### src/rtl/lbm_moments_stream.sv
// Purpose: D2Q9 moment extraction; turns one 144-bit population beat into rho/jx/jy (96-bit beat) and tracks frame length.
// Latency: 2 cycles from input handshake to m00_axis_tvalid; one cell per clock when downstream is ready.
// Backpressure: whole-pipeline stall; s00_axis_tready = !m00_axis_tvalid | m00_axis_tready (combinational).
module lbm_moments_stream #(
    parameter int CELLS     = 2500,
    parameter int CNT_WIDTH = 12
) (
    input  logic                 s00_axis_aclk,
    input  logic                 s00_axis_reset,
    input  logic [143:0]         s00_axis_tdata,
    input  logic                 s00_axis_tvalid,
    output logic                 s00_axis_tready,
    input  logic                 s00_axis_tlast,
    input  logic [17:0]          s00_axis_tstrb,
    output logic [95:0]          m00_axis_tdata,
    output logic                 m00_axis_tvalid,
    input  logic                 m00_axis_tready,
    output logic                 m00_axis_tlast,
    output logic                 frame_done,
    output logic                 frame_error,
    output logic [CNT_WIDTH-1:0] cell_count
);

    localparam logic [CNT_WIDTH-1:0] LAST_IDX = CNT_WIDTH'(CELLS - 1);

    // Byte strobes carry no information for this stream; every lane is always valid.
    logic tstrb_unused;
    assign tstrb_unused = ^s00_axis_tstrb;

    // Lane unpacking
    logic [15:0] f0, ln, lne, le, lse, ls, lsw, lw, lnw;
    assign f0  = s00_axis_tdata[15:0];
    assign ln  = s00_axis_tdata[31:16];
    assign lne = s00_axis_tdata[47:32];
    assign le  = s00_axis_tdata[63:48];
    assign lse = s00_axis_tdata[79:64];
    assign ls  = s00_axis_tdata[95:80];
    assign lsw = s00_axis_tdata[111:96];
    assign lw  = s00_axis_tdata[127:112];
    assign lnw = s00_axis_tdata[143:128];

    function automatic logic [17:0] sum3(input logic [15:0] a, input logic [15:0] b,
                                         input logic [15:0] c);
        return {2'b00, a} + {2'b00, b} + {2'b00, c};
    endfunction

    logic advance, in_hs;
    assign advance         = !m00_axis_tvalid || m00_axis_tready;
    assign s00_axis_tready = advance;
    assign in_hs           = s00_axis_tvalid && advance;

    // Stage-1 state: rho reuses the x-axis triples, so only f0+n+s is extra.
    logic        s1_vld_q, s1_last_q;
    logic [17:0] s1_px_q, s1_nx_q, s1_py_q, s1_ny_q, s1_rc_q;

    // Stage-1 valid: a bubble is loaded whenever the pipeline advances without an input beat.
    always_ff @(posedge s00_axis_aclk) begin
        if (s00_axis_reset) begin
            s1_vld_q <= 1'b0;
        end else if (advance) begin
            s1_vld_q <= in_hs;
        end
    end

    // Stage-1 partial sums: payload needs no reset, it is qualified by s1_vld_q.
    always_ff @(posedge s00_axis_aclk) begin
        if (advance) begin
            s1_last_q <= s00_axis_tlast;
            s1_px_q   <= sum3(le, lne, lse);
            s1_nx_q   <= sum3(lw, lnw, lsw);
            s1_py_q   <= sum3(ln, lne, lnw);
            s1_ny_q   <= sum3(ls, lse, lsw);
            s1_rc_q   <= sum3(f0, ln, ls);
        end
    end

    // Stage-2 combinational: final subtraction and packing with sign/zero extension.
    logic [19:0]        rho_w;
    logic signed [18:0] jx_w, jy_w;
    logic [95:0]        pack_w;
    always_comb begin
        rho_w  = {2'b00, s1_px_q} + {2'b00, s1_nx_q} + {2'b00, s1_rc_q};
        jx_w   = $signed({1'b0, s1_px_q}) - $signed({1'b0, s1_nx_q});
        jy_w   = $signed({1'b0, s1_py_q}) - $signed({1'b0, s1_ny_q});
        pack_w = {{13{jy_w[18]}}, jy_w, {13{jx_w[18]}}, jx_w, 12'd0, rho_w};
    end

    logic        m_vld_q, m_last_q;
    logic [95:0] m_dat_q;

    // Stage-2 / output register: held while a beat waits for m00_axis_tready.
    always_ff @(posedge s00_axis_aclk) begin
        if (s00_axis_reset) begin
            m_vld_q  <= 1'b0;
            m_dat_q  <= '0;
            m_last_q <= 1'b0;
        end else if (advance) begin
            m_vld_q  <= s1_vld_q;
            m_dat_q  <= pack_w;
            m_last_q <= s1_last_q;
        end
    end

    assign m00_axis_tvalid = m_vld_q;
    assign m00_axis_tdata  = m_dat_q;
    assign m00_axis_tlast  = m_last_q;
    assign frame_done      = m_vld_q && m00_axis_tready && m_last_q && !s00_axis_reset;

    // Frame length tracking on the input side.
    logic [CNT_WIDTH-1:0] cnt_q, cnt_d;
    logic                 err_q, err_d;

    // Next-state for cell counter and sticky length error.
    always_comb begin
        cnt_d = cnt_q;
        err_d = err_q;
        if (in_hs) begin
            if (s00_axis_tlast) begin
                cnt_d = '0;
                if (cnt_q != LAST_IDX) begin
                    err_d = 1'b1;
                end
            end else if (cnt_q == LAST_IDX) begin
                cnt_d = '0;
                err_d = 1'b1;
            end else begin
                cnt_d = cnt_q + CNT_WIDTH'(1);
            end
        end
    end

    // Counter and error registers.
    always_ff @(posedge s00_axis_aclk) begin
        if (s00_axis_reset) begin
            cnt_q <= '0;
            err_q <= 1'b0;
        end else begin
            cnt_q <= cnt_d;
            err_q <= err_d;
        end
    end

    assign cell_count  = cnt_q;
    assign frame_error = err_q;

endmodule

### config.mk
export PLATFORM = sky130hd
export DESIGN_NAME = lbm_moments_stream
export DESIGN_NICKNAME = d
export VERILOG_FILES = /design/src/rtl/lbm_moments_stream.sv
export SDC_FILE = /design/constraint.sdc
export NUM_CORES = 1
export LEC_CHECK = 0
export CAP_MARGIN = 40
export CORE_UTILIZATION = 53
export DETAILED_ROUTE_END_ITERATION = 16
export PLACE_DENSITY = 0.87
export SLEW_MARGIN = 15
export SYNTH_ARGS = -nofsm -noshare
export SYNTH_HDL_FRONTEND = slang
export SYNTH_SLANG_ARGS = --single-unit
### constraint.sdc
create_clock -name s00_axis_aclk -period 4.4 [get_ports s00_axis_aclk]
set_input_delay 0.44 -clock s00_axis_aclk [delete_from_list [all_inputs] [get_ports s00_axis_aclk]]
set_output_delay 0.44 -clock s00_axis_aclk [all_outputs]
set_load 0.005 [all_outputs]
======== Yosys cells after proc, flatten, opt, wreduce, memory -nomap -nowiden ========
Cells that the tools add are included.
word-level totals
  flip-flop bits (word level) ............. 178
  input port bits ......................... 167
  output and inout bits ................... 113
  logic and storage cells ................. 44
operators by class
  add/subtract/negate cells ............... 15
  equal/unequal tests ..................... 3
  multiplexer cells ....................... 5
  reduce and logical (&&, ||, !) cells .... 9
operators by type and width
  kind                   number
  $add 17x16->18         5
  $add 16x16->17         5
  $sub 18x18->19         2
  $mux 12                2
  $add 19x18->20         1
  $add 18x18->19         1
  $add 12x1->12 const B  1
  $eq 12x12->1 const B   1
  $ne 12x12->1 const B   1
  $logic_and 1x1->1      4
  $mux 1                 3
  $reduce_and 3->1       1
  $logic_not 1->1        2
  $ne 2x1->1 const B     1
  $reduce_bool 2->1      1
  $logic_or 1x1->1       1

======== Longest topological paths before layout ========
Gate-level depths: netlist of the first run.
  word-level depth ........................ 4
  gate-level depth with buffers ........... 14
  depth with buffers taken out ............ 14

======== Worst setup path after synthesis of the first run ========
Ideal clock, no wire load.
  path type ............................... input -> register
  start ................................... input m00_axis_tready
  end ..................................... register s1_last_q (enable)
  setup time .............................. 0.493 ns
  arrival ................................. 3.608 ns
  data required time ...................... 3.907 ns
  slack ................................... 0.300 ns
  stages on the path ...................... 4
  path buffers ............................ 2
  cells stage by stage .................... nor2b_1 -> inv_1 -> buf_1 -> buf_1
between the ends
  cells in the longest elaborated chain, start to end .. 1
RTL lines
  item                    RTL line  source
  start: declaration      17        input logic m00_axis_tready,
  $logic_or 1x1->1        48        assign advance = !m00_axis_tvalid || m00_axis_tready;
  via s00_axis_tready     12        output logic s00_axis_tready,
  end signal: assignment  68        s1_last_q <= s00_axis_tlast;
  end: declaration        53        logic s1_vld_q, s1_last_q;
The timed path passes the listed nets, and every way through them passes these cells.
A chain may end at the register's enable or synchronous reset.

======== Worst setup path after layout of the first run ========
  start ................................... input s00_axis_tdata[17]
  end ..................................... register s1_rc_q[17] (data pin)
between the ends
  cells in the longest elaborated chain, start to end .. 2
RTL lines
  item                    RTL line  source
  start: declaration      10        input logic [143:0] s00_axis_tdata,
  $add 16x16->17          44        return {2'b00, a} + {2'b00, b} + {2'b00, c};
  $add 17x16->18          44
  end signal: assignment  73        s1_rc_q <= sum3(f0, ln, ls);
  end: declaration        54        logic [17:0] s1_px_q, s1_nx_q, s1_py_q, s1_ny_q, s1_rc_q;
No other way between the ends.

==> impl_metrics.csv, run 1 <==
group,metric,value,unit
grt,grt_pass1_wl,54000,um
clock_tree,clk_path_buf_depth,2,
cells_and_area,layout_common_cells,"clkdlybuf4s50_1, ha_1, a21oi_1, fa_1, nand2_1",
die,die_h,161,um
hold_path,hp-class,"flop to flop",
grt,grt_max_degree,58,
placement,place_congestion,0.947,
worst_setup_path,cp_slowest_stage_delay,530,ps
worst_setup_path,critical_path_peak_fanout,3,
drt,viasPerCell,5.69,
placement,port_buffers,249,
drt,drtIter0Drc,734,
worst_setup_path,start_kind,"primary input",
cells_and_area,final_common_cell,"clkdlybuf4s50_1",
worst_setup_path,arrival,3870,ps
drt,via_count,10700,
worst_setup_path,crit_chain,"clkdlybuf4s50_1 -> fa_1 -> ha_1 -> fa_1 -> a21o_1 -> a211oi_1 -> nor2_1 -> nor2_2 -> o31ai_1 -> a41o_1 -> o41ai_2 -> o21ai_0",
logic_synthesis,synth_edf_count,91,
clock_tree,cts_resized,0,
worst_setup_path,r2r_slack,1270,ps
timing,period_needed,3690,ps
power,powerDensity,697,nW/um^2
drt,dr.pass1.iters,5,
cells_and_area,final_core_util,0.676,
logic_synthesis,yosysWarnings,0,
clock_tree,cts.sinks,165,
worst_setup_path,crit_path_top_delay_cell,"clkdlybuf4s50_1",
clock_tree,insertion_delay,450,ps
grt,grt_pass1_vias,10800,
clock_tree,post-cts-setup-buffers,0,
outcome,outcome,"complete, no violations",
die,start_util,0.545,
power,vdd_drop_max,0.398,mV
drt,drc_errors,0,
grt,grt_overflow,0,
cells_and_area,final_nets,1948,
logic_synthesis,synth_cell_type_count,69,
timing,fin_crit_sh,0.839,
die,rows,57,
placement,dpl.hpwl,27500,um
grt,grtUsageMet2,0.453,
logic_synthesis,yosysSeqAreaShare,0.316,
timing,setup_viol,0,
clock_tree,cts-root-buf,"clkbuf_16",
grt,met3_usage,0.0509,
die,dieArea,25800,um^2
timing,worst_pin_slew,725,ps
power,leakagePower,0.00688,uW
timing,clock.fmax,271,MHz
grt,gr-max-usage-layer,"met2",
logic_synthesis,synth-seq-cells,165,
worst_setup_path,worstSetupPathType,"primary input to flop",
die,io_pins,280,
worst_setup_path,cp-end-kind,"flop",
logic_synthesis,async_flop_share,0,
timing,relSlewSlack,0.517,
timing,setup_tns,0,ps
drt,antenna_left,0,
timing,drv_slew,0,
placement,place_ws,308,ps
clock_tree,numCtsBuffers,17,
timing,skew,24.2,ps
job,drv_cap,0,
drt,wirelength,33800,um
clock_tree,htree_levels,4,
drt,wl_per_cell,17.9,um
cells_and_area,antenna_cells,0,
die,die_x,161,um
cells_and_area,fin_area,16500,um^2
grt,grt_use_met1,0.345,
worst_setup_path,crit_required,4580,ps
cells_and_area,final_layout_size_suffix_gt1_frac,0.0372,
logic_synthesis,synth.avg_cell_area,10.1,um^2
timing,rsz0062_at_grt,"no",
clock_tree,cts.hold.buffers_added,0,
logic_synthesis,synthFlopType,"edfxtp_1",
die,coreArea,24500,um^2
timing,setup_ws,707,ps
cells_and_area,area_delta_synth_final,24.1,%
grt,antenna_found_initial,0,
logic_synthesis,synthesis.area,13300,um^2
clock_tree,cts_tree,"done",
timing,finalHoldViolations,0,
grt,gr-usage-all-layers,0.269,
worst_setup_path,cp_common_cell,"fa_1",
logic_synthesis,synth_cells,1322,
clock_tree,clk_pin_slew,70,ps
placement,place_area,15900,um^2
==> final cells by class <==
type	count	area [um^2]
multi-input combinational	1017	8440
tap	324	405
clock buffer	19	475
inverter	90	340
sequential	165	4210
fill	1795	7930
timing repair buffer	255	2540
clock inverter	13	111
==> sequential cells by signal (all words and copies together) (netlist names) <==
register         count
s1_py_q             18
s1_px_q             18
m00_axis_tdata      58
s1_nx_q             18
frame_error          1
m00_axis_tvalid      1
s1_vld_q             1
cell_count          12
s1_last_q            1
s1_ny_q             18
m00_axis_tlast       1
s1_rc_q             18
==> metrics by stage <==
stage	power (uW)	std cells	hold slack, ps
final	11500	1883	450
after global placement	9700	1849	435
after floorplan	7830	1333	437
after global routing	12400	1883	471
after detailed placement	9910	1851	443
after CTS	11500	1883	449
==> critical path: cells and delay by family <==
kind | cells | cell delay [ps]
buffers and inverters | 1 | 530
adder cells (fa/ha/maj) | 3 | 1130
AND/OR/NAND/NOR | 2 | 280
AO/OA/AOI/OAI | 6 | 1480
==> path summary, 6_finish.rpt <==
| path | startpoint | cells past startpoint | to |
|---|---|---|---|
| setup / recovery | s00_axis_tdata[17] | 12 | s1_rc_q[17]$_DFFE_PN_ |
| hold / removal | m00_axis_tdata[37]$_SDFFE_PP0N_ | 2 | m00_axis_tdata[37]$_SDFFE_PP0N_ |
| setup reg to reg | s1_px_q[2]$_DFFE_PN_ | 10 | m00_axis_tdata[14]$_SDFFE_PP0N_ |
| hold reg to reg | m00_axis_tdata[37]$_SDFFE_PP0N_ | 2 | m00_axis_tdata[37]$_SDFFE_PP0N_ |
==> per-layer routing <==
| layer | up-vias | share of wire |
|---|---|---|
| li1 | 5096 | - |
| met1 | 5086 | 0.42 |
| met2 | 467 | 0.48 |
| met3 | 68 | 0.075 |
| met4 | 0 | 0.024 |
| met5 | - | 0 |
==> cells in the mapped netlist, types with 28 or more instances <==
master / number / share of area
nor2_1: 94 / 0.026
ha_1: 129 / 0.12
inv_1: 90 / 0.025
xor2_1: 37 / 0.024
nand2b_1: 28 / 0.013
buf_4: 38 / 0.021
dfxtp_1: 74 / 0.11
xnor2_1: 68 / 0.045
edfxtp_1: 91 / 0.21
fa_1: 106 / 0.16
a211oi_1: 31 / 0.017
nand2_1: 105 / 0.030
a21o_1: 33 / 0.019
o21ai_0: 54 / 0.020
a21oi_1: 113 / 0.042
==> power by group <==
group | leakage (uW) | internal, uW | total, uW | switching [uW]
registers | 0.00157 | 2340 | 2690 | 349
clock network | 0.000295 | 809 | 1480 | 672
logic | 0.00502 | 3440 | 7360 | 3920
total | 0.00688 | 6590 | 11500 | 4940
==> logic make-up (layout without fill, tap and decap cells) <==
logic type	after synthesis	in the layout	synth area share
compound gates	334	334	0.164
xor+xnor	105	105	0.0690
fa+ha+maj	235	235	0.280
buf+inv	151	377	0.0534
flops	165	165	0.316
other cells	1	12	0.000281
simple gates	331	331	0.116
(Power assumes the default switching activity.)
==> run 2: changes to the inputs <==
==> constraint.sdc (replaced) <==
create_clock -name s00_axis_aclk -period 3.4 [get_ports s00_axis_aclk]
set_input_delay 0.34 -clock s00_axis_aclk [delete_from_list [all_inputs] [get_ports s00_axis_aclk]]
set_output_delay 0.34 -clock s00_axis_aclk [all_outputs]
set_load 0.005 [all_outputs]
==> impl_metrics.csv, run 2 (synthesis gave the netlist of run 1 again) <==
group,metric,value,unit
die,coreArea,24500,um^2
timing,skew,12.9,ps
clock_tree,htree_levels,4,
clock_tree,cts_tree,"done",
cells_and_area,area_delta_synth_final,27.5,%
clock_tree,clk_pin_slew,70,ps
drt,drtIter0Drc,829,
placement,port_buffers,249,
worst_setup_path,rr_startpoint,"s1_px_q[1]$_DFFE_PN_",
worst_setup_path,arrival,3550,ps
die,io_pins,280,
drt,viasPerCell,5.68,
hold_path,hold-path-cell-count,2,
clock_tree,insertion_delay,450,ps
worst_setup_path,start_kind,"primary input",
worst_setup_path,timing.rr.end,"m00_axis_tdata[17]$_SDFFE_PP0N_",
die,die_x,161,um
clock_tree,numCtsBuffers,17,
timing,fin_crit_sh,0.962,
job,drv_cap,0,
cells_and_area,fin_area,17000,um^2
cells_and_area,largest_reg_flops,58,
grt,grt_overflow,0,
clock_tree,post-cts-setup-buffers,0,
worst_setup_path,worst-path-buf-inv,3,
worst_setup_path,cp_common_cell,"fa_1",
worst_setup_path,r2r_cells,12,
grt,grt_max_degree,106,
drt,dr.pass1.iters,8,
grt,grt_pass1_vias,11100,
placement,place_congestion,0.955,
timing,relSlewSlack,0.580,
drt,wirelength,35200,um
worst_setup_path,crit_path_top_delay_cell,"fa_1",
cells_and_area,final_layout_size_suffix_gt1_frac,0.0720,
power,finalPower,15200,uW
worst_setup_path,crit_chain,"clkdlybuf4s50_1 -> buf_4 -> fa_1 -> ha_1 -> inv_1 -> fa_1 -> nor2b_1 -> o21ai_1 -> a21boi_1 -> o21a_1 -> a31o_2 -> o21ai_0 -> a211o_1 -> a21boi_0",
die,start_util,0.545,
grt,gr-usage-all-layers,0.278,
clock_tree,cts.sinks,165,
grt,grt_pass1_wl,55700,um
drt,via_count,11000,
worst_setup_path,cp_slowest_stage_delay,530,ps
cells_and_area,layout_common_cells,"clkdlybuf4s50_1, ha_1, a21oi_1, fa_1, nand2_1",
drt,antenna_left,0,
hold_path,hold_path_end,"frame_error$_SDFFE_PP0P_",
hold_path,min_from,"s00_axis_reset",
cells_and_area,antenna_cells,0,
worst_setup_path,cp-end-kind,"flop",
clock_tree,cts.hold.buffers_added,0,
outcome,outcome,"complete, no violations",
clock_tree,cts-root-buf,"clkbuf_16",
timing,rsz0062_at_grt,"no",
die,die_h,161,um
cells_and_area,final_nets,2000,
timing,clock.fmax,306,MHz
power,leakagePower,0.00714,uW
cells_and_area,final_common_cell,"clkdlybuf4s50_1",
worst_setup_path,critical_path_peak_fanout,3,
drt,drc_errors,0,
worst_setup_path,worstSetupPathType,"primary input to flop",
grt,antenna_found_initial,0,
hold_path,hp-class,"primary input to flop",
die,dieArea,25800,um^2
placement,dpl.hpwl,28700,um
timing,worst_pin_slew,630,ps
drt,wl_per_cell,18.2,um
worst_setup_path,crit_family,"compound AO/OA/AOI/OAI gates",
power,powerDensity,897,nW/um^2
timing,period_needed,3270,ps
worst_setup_path,r2r_slack,290,ps
die,rows,57,
worst_setup_path,crit_required,3680,ps
clock_tree,cts_resized,0,
clock_tree,clk_path_buf_depth,2,
timing,finalHoldViolations,0,
placement,place_area,16300,um^2
timing,setup_viol,0,
timing,drv_slew,0,
power,vdd_drop_max,0.509,mV
-- run 2: cell count changes in the layout (fill, tap and decap cells not counted), sizes merged --
cell	change
clkbuf	+3
clkinv	-1
clkinvlp	+2
buf	+52
inv	-4
-- run 2: power by group --
| part | total [uW] | leakage (uW) | switching (uW) | internal (uW) |
|---|---|---|---|---|
| clock network | 1950 | 0.000288 | 851 | 1100 |
| registers | 3500 | 0.00157 | 474 | 3030 |
| logic | 9790 | 0.00528 | 5180 | 4610 |
| total | 15200 | 0.00714 | 6510 | 8730 |
-- run 2: routing by layer --
layer  GRT usage  vias up  wire length (um)
li1            -     5195                 -
met3      0.0470       74              2480
met2       0.477      484             17100
met5           0        -                 0
met4      0.0978        0               966
met1       0.353     5232             14700
-- run 2: how the worst max path moves through the flow --
stage,start,to,slack (ps),depth (start not counted)
global route,s00_axis_tdata[65],s1_px_q[15]$_DFFE_PN_,3,13
floorplan,s00_axis_tdata[33],s1_px_q[15]$_DFFE_PN_,360,11
finish,s00_axis_tdata[97],s1_nx_q[17]$_DFFE_PN_,130,14
global placement,s00_axis_tdata[65],s1_ny_q[13]$_DFFE_PN_,-340,11
CTS,s00_axis_tdata[65],s1_px_q[15]$_DFFE_PN_,10,13
detailed placement,s00_axis_tdata[65],s1_px_q[15]$_DFFE_PN_,-440,13
-- run 2: cell type report --
type | instances | area [um^2]
clock inverters | 10 | 82.6
well taps | 324 | 405
fillers | 1758 | 7480
clock buffers | 22 | 518
inverters | 90 | 340
repair buffers | 307 | 2940
multi-input cells | 1017 | 8490
flip-flops and latches | 165 | 4210
-- run 2: through the flow --
step	setup WS, ps	setup TNS [ps]	utilization	cells	hold slack (ps)
2_1_floorplan	364	0	-	1333	437
3_3_place_gp	-339	-4200	0.668	1903	436
3_5_place_dp	-437	-6060	0.668	1903	441
4_1_cts	10.0	0	0.692	1935	341
5_1_grt	3.22	0	0.694	1935	365
6_report	128	0	0.694	1935	342
==> run 3: changes to the inputs <==
--- a/config.mk
+++ b/config.mk
@@ -5,6 +5,7 @@
 export SDC_FILE = /design/constraint.sdc
 export NUM_CORES = 1
 export LEC_CHECK = 0
+export ABC_CLOCK_PERIOD_IN_PS = 3700
 export CAP_MARGIN = 40
 export CORE_UTILIZATION = 53
 export DETAILED_ROUTE_END_ITERATION = 16
==> constraint.sdc (replaced) <==
create_clock -name s00_axis_aclk -period 3.7 [get_ports s00_axis_aclk]
set_input_delay 0.555 -clock s00_axis_aclk [delete_from_list [all_inputs] [get_ports s00_axis_aclk]]
set_output_delay 0.555 -clock s00_axis_aclk [all_outputs]
set_load 0.005 [all_outputs]
==> impl_metrics.csv, run 3 (synthesis gave the netlist of run 1 again) <==
group,metric,value,unit
die,die_x,161,um
worst_setup_path,r2r_cells,10,
cells_and_area,fill_cells,1768,
hold_path,hold_path_end,"m00_axis_tdata[37]$_SDFFE_PP0N_",
timing,setup_tns,0,ps
die,start_util,0.545,
die,die_h,161,um
timing,setup_viol,0,
power,vdd_drop_max,0.485,mV
worst_setup_path,worst-path-buf-inv,1,
hold_path,hp-class,"flop to flop",
timing,worst_pin_slew,657,ps
clock_tree,post-cts-setup-buffers,0,
worst_setup_path,arrival,3810,ps
drt,antenna_left,0,
die,dieArea,25800,um^2
worst_setup_path,rr_startpoint,"s1_nx_q[6]$_DFFE_PN_",
timing,clock.fmax,276,MHz
cells_and_area,register_area,4210,um^2
placement,dp_cells,1884,
clock_tree,clk_pin_slew,70,ps
placement,port_buffers,249,
grt,grt_pass1_wl,55800,um
clock_tree,insertion_delay,450,ps
cells_and_area,instances_no_fill,1917,
grt,grt_overflow,0,
worst_setup_path,worstSetupPathType,"primary input to flop",
clock_tree,htree_levels,4,
die,io_pins,280,
drt,drc_errors,0,
worst_setup_path,crit_chain,"clkdlybuf4s50_1 -> fa_1 -> ha_1 -> fa_1 -> a21o_1 -> a211oi_2 -> o31ai_1 -> o41a_1 -> a21o_1 -> a21oi_1 -> xnor2_1",
hold_path,min_from,"m00_axis_tdata[37]$_SDFFE_PP0N_",
worst_setup_path,timing.rr.end,"m00_axis_tdata[12]$_SDFFE_PP0N_",
clock_tree,numCtsBuffers,17,
cells_and_area,final_core_util,0.686,
placement,dpl.hpwl,28200,um
timing,period_needed,3620,ps
worst_setup_path,crit_path_top_delay_cell,"clkdlybuf4s50_1",
grt,grt_max_degree,105,
hold_path,hold-path-cell-count,2,
cells_and_area,area_delta_synth_final,26.0,%
power,leakagePower,0.00704,uW
cells_and_area,layout_common_cells,"clkdlybuf4s50_1, ha_1, a21oi_1, fa_1, nand2_1",
drt,dr.pass1.iters,7,
cells_and_area,final_nets,1981,
drt,wirelength,34900,um
timing,skew,14.2,ps
drt,wl_per_cell,18.2,um
cells_and_area,largest_reg_flops,58,
outcome,outcome,"complete, no violations",
grt,antenna_found_initial,0,
cells_and_area,final_layout_size_suffix_gt1_frac,0.0572,
placement,place_congestion,0.946,
clock_tree,cts_tree,"done",
worst_setup_path,r2r_slack,530,ps
drt,viasPerCell,5.68,
timing,fin_crit_sh,0.978,
drt,via_count,10900,
worst_setup_path,start_kind,"primary input",
timing,relSlewSlack,0.562,
power,powerDensity,829,nW/um^2
drt,drtIter0Drc,757,
job,drv_cap,0,
grt,grt_pass1_vias,11200,
clock_tree,cts-root-buf,"clkbuf_16",
worst_setup_path,cp_slowest_stage_delay,550,ps
worst_setup_path,crit_family,"compound AO/OA/AOI/OAI gates",
clock_tree,cts.sinks,165,
worst_setup_path,crit_required,3890,ps
worst_setup_path,cp-end-kind,"flop",
cells_and_area,multi_input_area,8470,um^2
timing,finalHoldViolations,0,
cells_and_area,final_common_cell,"clkdlybuf4s50_1",
grt,gr-usage-all-layers,0.277,
timing,drv_slew,0,
clock_tree,clk_path_buf_depth,2,
worst_setup_path,critical_path_peak_fanout,3,
die,rows,57,
die,coreArea,24500,um^2
[run 3: cell types whose count changed in the layout (fill, tap and decap cells not counted), moves of 2 or more]
cell / previous run / this run
buf_4: 57 / 38
inv_4: 1 / 6
a21oi_1: 109 / 113
a21oi_2: 7 / 3
clkinv_4: 4 / 1
clkbuf_16: 20 / 18
inv_6: 2 / 4
[run 3: power breakdown]
| group | total (uW) | internal, uW | leakage (uW) | switching [uW] |
|---|---|---|---|---|
| Combinational | 8930 | 4190 | 0.00518 | 4730 |
| Sequential | 3210 | 2780 | 0.00157 | 432 |
| Clock | 1770 | 976 | 0.000283 | 799 |
[run 3: layer usage]
metal,vias to the layer above,share of wire,routed length [um],GRT usage
met5,-,0,0,0
met2,476,0.49,17100,0.478
li1,5141,-,-,-
met4,0,0.025,886,0.0961
met3,73,0.070,2440,0.0421
met1,5203,0.41,14400,0.354
[run 3: area by class of cell]
class,count,area share
Multi-Input combinational cell,1017,0.504
Sequential cell,165,0.251
Timing Repair Buffer,288,0.166
Clock buffer,19,0.0270
Tap cell,324,0.0241
Inverter,90,0.0203
Clock inverter,13,0.00693
Antenna cell,1,0.000149
[run 3: worst max path at each step]
stage	start	end	slack, ps	depth (start not counted)
finish	s00_axis_tdata[81]	s1_ny_q[13]$_DFFE_PN_	80	11
detailed placement	s00_axis_tdata[65]	s1_px_q[15]$_DFFE_PN_	-370	13
global placement	s00_axis_tdata[65]	s1_px_q[15]$_DFFE_PN_	-280	13
floorplan	s00_axis_tdata[33]	s1_px_q[15]$_DFFE_PN_	450	11
CTS	s00_axis_tdata[81]	s1_ny_q[13]$_DFFE_PN_	90	11
global route	s00_axis_tdata[65]	s1_px_q[15]$_DFFE_PN_	-20	13
[run 3: tightest hold or removal path, cell delays in order, from the launching register on]
cell     delay [ps]
dfxtp_1         310
nand2_1          50
a21oi_1          50
[run 3: metrics by stage]
step	setup slack [ps]	hold WS [ps]	area, um^2	power (uW)
5_1_grt	-16.9	464	16800	15000
3_5_place_dp	-373	442	16200	11900
4_1_cts	92.2	454	16800	13800
3_3_place_gp	-275	435	16200	11600
6_report	82.9	451	16800	13900
2_1_floorplan	449	437	13400	9310
[run 3: timing repair]
action,in CTS,in global routing
endpoints found under the setup margin,0,3
hold buffers,0,0
endpoints found under the hold margin,0,0
gates resized for setup,0,4
